<file path="src/rtl/pwm_dec_pkg.sv">
`default_nettype none
// +----------------------------------------------------------------------------+
// | Module : pwm_dec_pkg                                                       |
// | Shared types and constants for the PWM duty decoder.                       |
// | Rev    : 1.0                                                               |
// +----------------------------------------------------------------------------+
package pwm_dec_pkg;

  localparam int c_cnt_w            = 10;
  localparam int c_cycles_per_step  = 16;
  localparam int c_steps            = 16;
  localparam int c_nominal_period   = c_steps * c_cycles_per_step;

  typedef enum logic [1:0] {
    SYNC = 2'd0,
    HIGH = 2'd1,
    LOW  = 2'd2
  } pwm_dec_state_e;

  // Counters park at the limit instead of wrapping.
  function automatic logic [c_cnt_w-1:0] sat_inc(input logic [c_cnt_w-1:0] val,
                                                 input logic [c_cnt_w-1:0] lim);
    return (val >= lim) ? lim : val + c_cnt_w'(1);
  endfunction

endpackage
`default_nettype wire

</file>
<file path="src/rtl/pwm_dec_sync.sv">
`default_nettype none
// +----------------------------------------------------------------------------+
// | Module : pwm_dec_sync                                                      |
// | 2-flop synchroniser, optional 3-tap majority filter (macro                 |
// | PWM_DEC_GLITCH_FILTER_EN) and rise/fall edge detector for pwm_in.          |
// | Rev    : 1.0                                                               |
// +----------------------------------------------------------------------------+
module pwm_dec_sync
  import pwm_dec_pkg::*;
(
  input  logic clk_50M,
  input  logic reset_n,
  input  logic pwm_in,
  output logic level,
  output logic rise,
  output logic fall
);

  logic r_meta;
  logic r_sync;
  logic r_prev;
  logic w_lvl;

  always_ff @(posedge clk_50M or negedge reset_n) begin
    if (!reset_n) begin
      r_meta <= 1'b0;
      r_sync <= 1'b0;
    end else begin
      r_meta <= pwm_in;
      r_sync <= r_meta;
    end
  end

`ifdef PWM_DEC_GLITCH_FILTER_EN
  logic r_d1;
  logic r_d2;
  logic r_filt;

  // Registered majority vote: single-cycle pulses and notches never win.
  always_ff @(posedge clk_50M or negedge reset_n) begin
    if (!reset_n) begin
      r_d1   <= 1'b0;
      r_d2   <= 1'b0;
      r_filt <= 1'b0;
    end else begin
      r_d1   <= r_sync;
      r_d2   <= r_d1;
      r_filt <= (r_sync & r_d1) | (r_sync & r_d2) | (r_d1 & r_d2);
    end
  end

  assign w_lvl = r_filt;
`else
  assign w_lvl = r_sync;
`endif

  always_ff @(posedge clk_50M or negedge reset_n) begin
    if (!reset_n) begin
      r_prev <= 1'b0;
    end else begin
      r_prev <= w_lvl;
    end
  end

  assign level = w_lvl;
  assign rise  = w_lvl & ~r_prev;
  assign fall  = ~w_lvl & r_prev;

endmodule
`default_nettype wire

</file>
<file path="src/rtl/pwm_duty_decoder.sv">
`default_nettype none
// +----------------------------------------------------------------------------+
// | Module : pwm_duty_decoder                                                  |
// | Recovers the 4-bit duty of a 256-cycle PWM waveform, flags bad periods     |
// | and stuck lines. Optional macro: PWM_DEC_GLITCH_FILTER_EN.                 |
// | Rev    : 1.0                                                               |
// +----------------------------------------------------------------------------+
module pwm_duty_decoder
  import pwm_dec_pkg::*;
#(
  parameter int CYCLES_PER_STEP = c_cycles_per_step,
  parameter int STEPS           = c_steps,
  parameter int PERIOD_TOL      = 8,
  parameter int TIMEOUT         = 2 * c_nominal_period
) (
  input  logic       clk_50M,
  input  logic       reset_n,
  input  logic       pwm_in,
  output logic [3:0] duty_out,
  output logic       duty_valid,
  output logic       period_err,
  output logic       timeout
);

  localparam int                 c_per_nom   = STEPS * CYCLES_PER_STEP;
  localparam logic [c_cnt_w-1:0] c_timeout   = c_cnt_w'(TIMEOUT);
  localparam logic [c_cnt_w-1:0] c_per_lo    = c_cnt_w'(c_per_nom - PERIOD_TOL);
  localparam logic [c_cnt_w-1:0] c_per_hi    = c_cnt_w'(c_per_nom + PERIOD_TOL);
  localparam logic [c_cnt_w-1:0] c_half_step = c_cnt_w'(CYCLES_PER_STEP / 2);
  localparam logic [c_cnt_w-1:0] c_step      = c_cnt_w'(CYCLES_PER_STEP);
  localparam logic [c_cnt_w-1:0] c_one       = c_cnt_w'(1);
  localparam logic [c_cnt_w-1:0] c_duty_max  = c_cnt_w'(15);

  logic w_level;
  logic w_rise;
  logic w_fall;

  pwm_dec_sync u_sync (
    .clk_50M (clk_50M),
    .reset_n (reset_n),
    .pwm_in  (pwm_in),
    .level   (w_level),
    .rise    (w_rise),
    .fall    (w_fall)
  );

  pwm_dec_state_e     r_state, w_state_nxt;
  logic [c_cnt_w-1:0] r_high_cnt, w_high_nxt;
  logic [c_cnt_w-1:0] r_per_cnt, w_per_nxt;
  logic [3:0]         r_duty, w_duty_nxt;
  logic               r_valid, w_valid_nxt;
  logic               r_perr, w_perr_nxt;
  logic               r_tmo, w_tmo_nxt;

  logic [c_cnt_w-1:0] w_per_inc;
  logic [c_cnt_w-1:0] w_high_inc;
  logic [c_cnt_w-1:0] w_duty_q;
  logic [3:0]         w_duty_calc;
  logic               w_tmo_hit;
  logic               w_in_tol;

  assign w_per_inc   = sat_inc(r_per_cnt, c_timeout);
  assign w_high_inc  = sat_inc(r_high_cnt, c_timeout);
  // Timeout outranks a coincident rise, so it is decoded ahead of the state.
  assign w_tmo_hit   = (w_per_inc >= c_timeout);
  assign w_in_tol    = (r_per_cnt >= c_per_lo) && (r_per_cnt <= c_per_hi);
  assign w_duty_q    = (r_high_cnt + c_half_step) / c_step;
  assign w_duty_calc = (w_duty_q > c_duty_max) ? 4'd15 : w_duty_q[3:0];

  always_ff @(posedge clk_50M or negedge reset_n) begin
    if (!reset_n) begin
      r_state    <= SYNC;
      r_high_cnt <= '0;
      r_per_cnt  <= '0;
      r_duty     <= 4'd0;
      r_valid    <= 1'b0;
      r_perr     <= 1'b0;
      r_tmo      <= 1'b0;
    end else begin
      r_state    <= w_state_nxt;
      r_high_cnt <= w_high_nxt;
      r_per_cnt  <= w_per_nxt;
      r_duty     <= w_duty_nxt;
      r_valid    <= w_valid_nxt;
      r_perr     <= w_perr_nxt;
      r_tmo      <= w_tmo_nxt;
    end
  end

  always_comb begin
    w_state_nxt = r_state;
    if (w_tmo_hit) begin
      w_state_nxt = SYNC;
    end else begin
      case (r_state)
        SYNC:    if (w_rise) w_state_nxt = HIGH;
        HIGH:    if (w_fall) w_state_nxt = LOW;
        LOW:     if (w_rise) w_state_nxt = HIGH;
        default: w_state_nxt = SYNC;
      endcase
    end
  end

  always_comb begin
    w_high_nxt  = r_high_cnt;
    w_per_nxt   = w_per_inc;
    w_duty_nxt  = r_duty;
    w_valid_nxt = 1'b0;
    w_perr_nxt  = r_perr;
    w_tmo_nxt   = r_tmo;
    if (w_tmo_hit) begin
      w_high_nxt  = '0;
      w_per_nxt   = '0;
      w_valid_nxt = 1'b1;
      w_tmo_nxt   = 1'b1;
      w_duty_nxt  = w_level ? 4'd15 : 4'd0;
    end else begin
      case (r_state)
        SYNC: begin
          if (w_rise) begin
            w_high_nxt = c_one;
            w_per_nxt  = c_one;
          end
        end
        HIGH: begin
          if (!w_fall) w_high_nxt = w_high_inc;
        end
        LOW: begin
          // The closing rise is the first cycle of the next period.
          if (w_rise) begin
            w_valid_nxt = 1'b1;
            w_high_nxt  = c_one;
            w_per_nxt   = c_one;
            if (w_in_tol) begin
              w_duty_nxt = w_duty_calc;
              w_perr_nxt = 1'b0;
              w_tmo_nxt  = 1'b0;
            end else begin
              w_perr_nxt = 1'b1;
            end
          end
        end
        default: begin
          w_high_nxt = '0;
          w_per_nxt  = '0;
        end
      endcase
    end
  end

  assign duty_out   = r_duty;
  assign duty_valid = r_valid;
  assign period_err = r_perr;
  assign timeout    = r_tmo;

endmodule
`default_nettype wire
</file>
<file path="config.mk">
export PLATFORM = sky130hd
export DESIGN_NAME = pwm_duty_decoder
export DESIGN_NICKNAME = d
export VERILOG_FILES = /design/src/rtl/pwm_dec_pkg.sv /design/src/rtl/pwm_dec_sync.sv /design/src/rtl/pwm_duty_decoder.sv
export SDC_FILE = /design/constraint.sdc
export NUM_CORES = 1
export LEC_CHECK = 0
export CAP_MARGIN = 25
export CORE_MARGIN = 3
export CORE_UTILIZATION = 45
export CTS_BUF_LIST = sky130_fd_sc_hd__clkbuf_2 sky130_fd_sc_hd__clkbuf_4 sky130_fd_sc_hd__clkbuf_8
export CTS_CLUSTER_DIAMETER = 100
export CTS_CLUSTER_SIZE = 20
export DETAILED_ROUTE_END_ITERATION = 10
export HOLD_SLACK_MARGIN = 0.15
export PLACE_DENSITY_LB_ADDON = 0.15
export SYNTH_ARGS = -nofsm -noshare
export SYNTH_HDL_FRONTEND = slang
export SYNTH_SLANG_ARGS = --single-unit
</file>
<file path="constraint.sdc">
create_clock -name clk_50M -period 2.2 [get_ports clk_50M]
set_clock_uncertainty 0.1 [all_clocks]
set_input_delay 0.66 -clock clk_50M [delete_from_list [all_inputs] [get_ports clk_50M]]
set_output_delay 0.66 -clock clk_50M [all_outputs]
set_load 0.02 [all_outputs]
</file>
==> metrics.txt <==
# TYPE chip_impl_metric gauge
chip_impl_info{name="status",value="complete, no violations"} 1
chip_impl_metric{name="final_wirelength",unit="um"} 3490
chip_impl_metric{name="dieWidth",unit="um"} 67.9
chip_impl_metric{name="synth_seq_cells",unit=""} 32
chip_impl_metric{name="layout.filler_cells",unit=""} 327
chip_impl_info{name="final_cell_mix",value="dfrtp_1, nor2_1, a21oi_1"} 1
chip_impl_metric{name="antenna_violations_before_repair",unit=""} 0
chip_impl_info{name="cp_cell_sequence",value="clkdlybuf4s50_1"} 1
chip_impl_metric{name="tritoncts_num_sinks",unit=""} 32
chip_impl_metric{name="netSwitchingFraction",unit="%"} 25.2
chip_impl_metric{name="dp.final_hpwl",unit="um"} 2480
chip_impl_info{name="hold_path.class",value="reg -> reg"} 1
chip_impl_metric{name="power_frac_seq",unit="%"} 51.0
chip_impl_info{name="setup.worst_path.start_class",value="flip-flop"} 1
chip_impl_metric{name="post-route-util",unit="%"} 56.3
chip_impl_metric{name="total_leakage_power",unit="nW"} 0.827
chip_impl_metric{name="synth.net_count",unit=""} 194
chip_impl_metric{name="first_global_vias",unit=""} 1351
chip_impl_metric{name="layout_worst_path_cycle_share",unit="%"} 92.1
chip_impl_metric{name="grt.met3_usage",unit="%"} 5.42
chip_impl_metric{name="synthCells",unit=""} 186
chip_impl_metric{name="vdd.ir_drop.worst",unit="V"} 0.000354
chip_impl_metric{name="synth_sequential_area_ratio",unit="%"} 46.5
chip_impl_metric{name="cts.clk_slew.worst_paths",unit="ns"} 0.07
chip_impl_metric{name="timing.critical_path.arrival",unit="ns"} 1.27
chip_impl_metric{name="dieHeight",unit="um"} 67.9
chip_impl_metric{name="tritoncts.num_buffers",unit=""} 5
chip_impl_metric{name="final_critical_path_time_including_i_o_delays_and_setup",unit="ns"} 2.03
chip_impl_info{name="grt_setup_unrepaired",value="false"} 1
chip_impl_info{name="cp_slowest_cell",value="clkdlybuf4s50_1"} 1
chip_impl_metric{name="area_of_the_die",unit="um^2"} 4600
chip_impl_info{name="top_usage_layer",value="met2"} 1
chip_impl_metric{name="grt_overflow_total",unit=""} 0
chip_impl_metric{name="max_clock_freq",unit="MHz"} 494
chip_impl_metric{name="core_region_area",unit="um^2"} 3490
chip_impl_info{name="timing.critical_path.to_type",value="output pin"} 1
chip_impl_info{name="cts_root_buf",value="clkbuf_8"} 1
chip_impl_metric{name="antenna_cells",unit=""} 0
chip_impl_metric{name="ys_async_sr_fraction",unit="%"} 100
chip_impl_metric{name="final_wtd_congestion",unit=""} 0.962
chip_impl_info{name="clock_tree_from_tritoncts",value="yes"} 1
chip_impl_metric{name="cts_post_setup_buffers_inserted",unit=""} 0
chip_impl_metric{name="area.growth.synth_to_final",unit="%"} 14.2
chip_impl_metric{name="synth.avg_cell_area",unit="um^2"} 9.26
chip_impl_metric{name="fin_cells",unit=""} 246
chip_impl_metric{name="detail_route.drc_violations",unit=""} 0
chip_impl_metric{name="vias",unit=""} 1418
chip_impl_metric{name="worst-path-buf-inv",unit=""} 1
chip_impl_metric{name="cp.required",unit="ns"} 1.44
chip_impl_metric{name="nNetsFinal",unit=""} 207
chip_impl_metric{name="finalSetupViolations",unit=""} 0
chip_impl_metric{name="count_of_flip_flops_with_a_built_in_enable_after_synthesis",unit=""} 0
chip_impl_metric{name="internal",unit="mW"} 0.932
chip_impl_info{name="kind_of_cell_adding_the_most_delay_to_the_critical_path",value="buffers and inverters"} 1
chip_impl_metric{name="clock_power_share",unit="%"} 38.9
chip_impl_metric{name="drtPass1Iterations",unit=""} 4
chip_impl_metric{name="io-pin-count",unit=""} 10
chip_impl_metric{name="grt_start_max_net_pins",unit=""} 33
chip_impl_metric{name="floorplan.initialDensity",unit="%"} 49.3
chip_impl_metric{name="yosysUniqueCellTypes",unit=""} 45
chip_impl_metric{name="switchingPower",unit="mW"} 0.314
chip_impl_metric{name="post_cts_resize_count",unit=""} 0
chip_impl_metric{name="drt-vias-per-instance",unit=""} 5.76
chip_impl_metric{name="slew_viol_final",unit=""} 0
chip_impl_metric{name="use_met2",unit="%"} 27.7
chip_impl_metric{name="count_of_standard_cell_rows",unit=""} 21
chip_impl_metric{name="clk_latency",unit="ns"} 0.29
chip_impl_metric{name="max-clock-path-buffers",unit=""} 2
chip_impl_info{name="synthFlopType",value="dfrtp_1"} 1
chip_impl_metric{name="gr-usage-all-layers",unit="%"} 18.0
chip_impl_metric{name="yosys_warnings",unit=""} 0
chip_impl_metric{name="buffer_ports.inserted",unit=""} 9
chip_impl_metric{name="drt.antenna.violating_nets",unit=""} 0
chip_impl_metric{name="crit_path_max_fanout",unit=""} 2
chip_impl_metric{name="drive_above_1_share",unit="%"} 8.50
chip_impl_info{name="most_common_cell_after_layout_fill_and_taps_aside",value="dfrtp_1"} 1
chip_impl_metric{name="placedCellCount",unit=""} 238
chip_impl_metric{name="post_synth_instance_area",unit="um^2"} 1720
chip_impl_metric{name="post-layout-total-power",unit="mW"} 1.25
chip_impl_metric{name="cts_htree_levels",unit=""} 2
chip_impl_metric{name="wire_per_inst",unit="um"} 14.2
chip_impl_metric{name="grt_pass1_wl",unit="um"} 6180
chip_impl_metric{name="fin_tns_setup",unit="ns"} 0
chip_impl_metric{name="detailedRoute.firstIterationViolations",unit=""} 131
chip_impl_metric{name="p_comb_share",unit="%"} 10.2
chip_impl_metric{name="use_met1",unit="%"} 23.7
chip_impl_metric{name="report.final.hold_viol_count",unit=""} 0
chip_impl_metric{name="drv_cap",unit=""} 0
chip_impl_info{name="setup.worst_path.class",value="reg -> out"} 1
chip_impl_metric{name="postCtsHoldBufs",unit=""} 0
chip_impl_metric{name="power_density",unit="nW/um^2"} 633
chip_impl_metric{name="crit_path_max_incr_delay",unit="ns"} 0.61
==> layout make-up <==
cell class | count | area [um^2] | area share (%)
Inverter | 7 | 26.3 | 1.34
Clock inverter | 1 | 7.51 | 0.382
Sequential cell | 32 | 801 | 40.7
Tap cell | 46 | 57.6 | 2.93
Clock buffer | 7 | 90.1 | 4.58
Multi-Input combinational cell | 140 | 865 | 44.0
Timing Repair Buffer | 13 | 120 | 6.11
==> power by group through the flow <==
stage / Sequential [mW] / Clock (mW) / Combinational [mW]
3_3_place_gp: 0.645 / 0 / 0.127
5_1_grt: 0.638 / 0.529 / 0.143
6_report: 0.635 / 0.484 / 0.127
2_1_floorplan: 0.650 / 0 / 0.0667
3_5_place_dp: 0.646 / 0 / 0.128
4_1_cts: 0.635 / 0.495 / 0.129
==> logic make-up (layout without fill, tap and decap cells) <==
logic type,after synthesis,after routing,share of synthesized area (%)
AND/OR/NAND/NOR,77,77,24.5
adder cells (fa/ha/maj),5,5,3.63
flip-flops,32,32,46.5
XOR/XNOR,9,9,4.58
buffers and inverters,14,28,3.27
other,1,1,0.218
AO/OA/AOI/OAI,48,48,17.3
==> layer usage <==
metal	vias up	routed length, um
met5	-	0
met4	0	36
met3	6	135
met2	26	1580
met1	691	1740
li1	695	-
==> Yosys cell counts (2+ instances only) <==
cell type	number	area share, %
or3_1	4	1.5
inv_1	7	1.5
a32oi_1	2	1.0
clkbuf_1	6	1.3
o211ai_1	3	1.3
xnor2_1	4	2.0
and3_1	6	2.2
nand4_1	4	1.5
nor2_1	20	4.4
nand2_1	8	1.7
nor3_1	2	0.58
a31oi_1	3	1.1
dfrtp_1	32	47
or4_1	4	1.7
ha_1	5	3.6
o21a_1	2	0.87
nand3_1	14	4.1
a21oi_1	16	4.7
nand2b_1	3	1.1
xor2_1	5	2.5
o21ai_0	12	3.5
==> metrics by stage <==
stage | area (um^2) | setup WS [ns] | hold WS [ns]
after floorplan | 1720 | 0.425 | 0.231
after global placement | 1870 | 0.364 | 0.244
after detailed placement | 1870 | 0.317 | 0.242
after CTS | 1970 | 0.166 | 0.256
after global routing | 1970 | 0.129 | 0.270
final | 1970 | 0.174 | 0.252
==> final timing paths <==
| path | start | end | slack, ns | depth (start not counted) |
|---|---|---|---|---|
| setup / recovery | duty_out[0] | duty_out[0] | 0.17 | 1 |
| hold / removal | u_sync.r_meta | u_sync.level | 0.25 | 0 |
| setup reg to reg | r_state[0] | r_high_cnt[7] | 0.28 | 5 |
| hold reg to reg | u_sync.r_meta | u_sync.level | 0.25 | 0 |
| max in group asynchronous | reset_n | u_sync.level | 1.04 | 2 |
| min in group asynchronous | reset_n | r_high_cnt[8] | 0.67 | 2 |
==> flip-flops by register name, summed over array words and instances, names as in the netlist <==
register	flops
r_per_cnt	10
u_sync.level	1
r_state	2
timeout	1
r_high_cnt	10
period_err	1
u_sync.r_prev	1
duty_out	4
u_sync.r_meta	1
duty_valid	1
No activity file was read; power rests on OpenSTA's default activity.
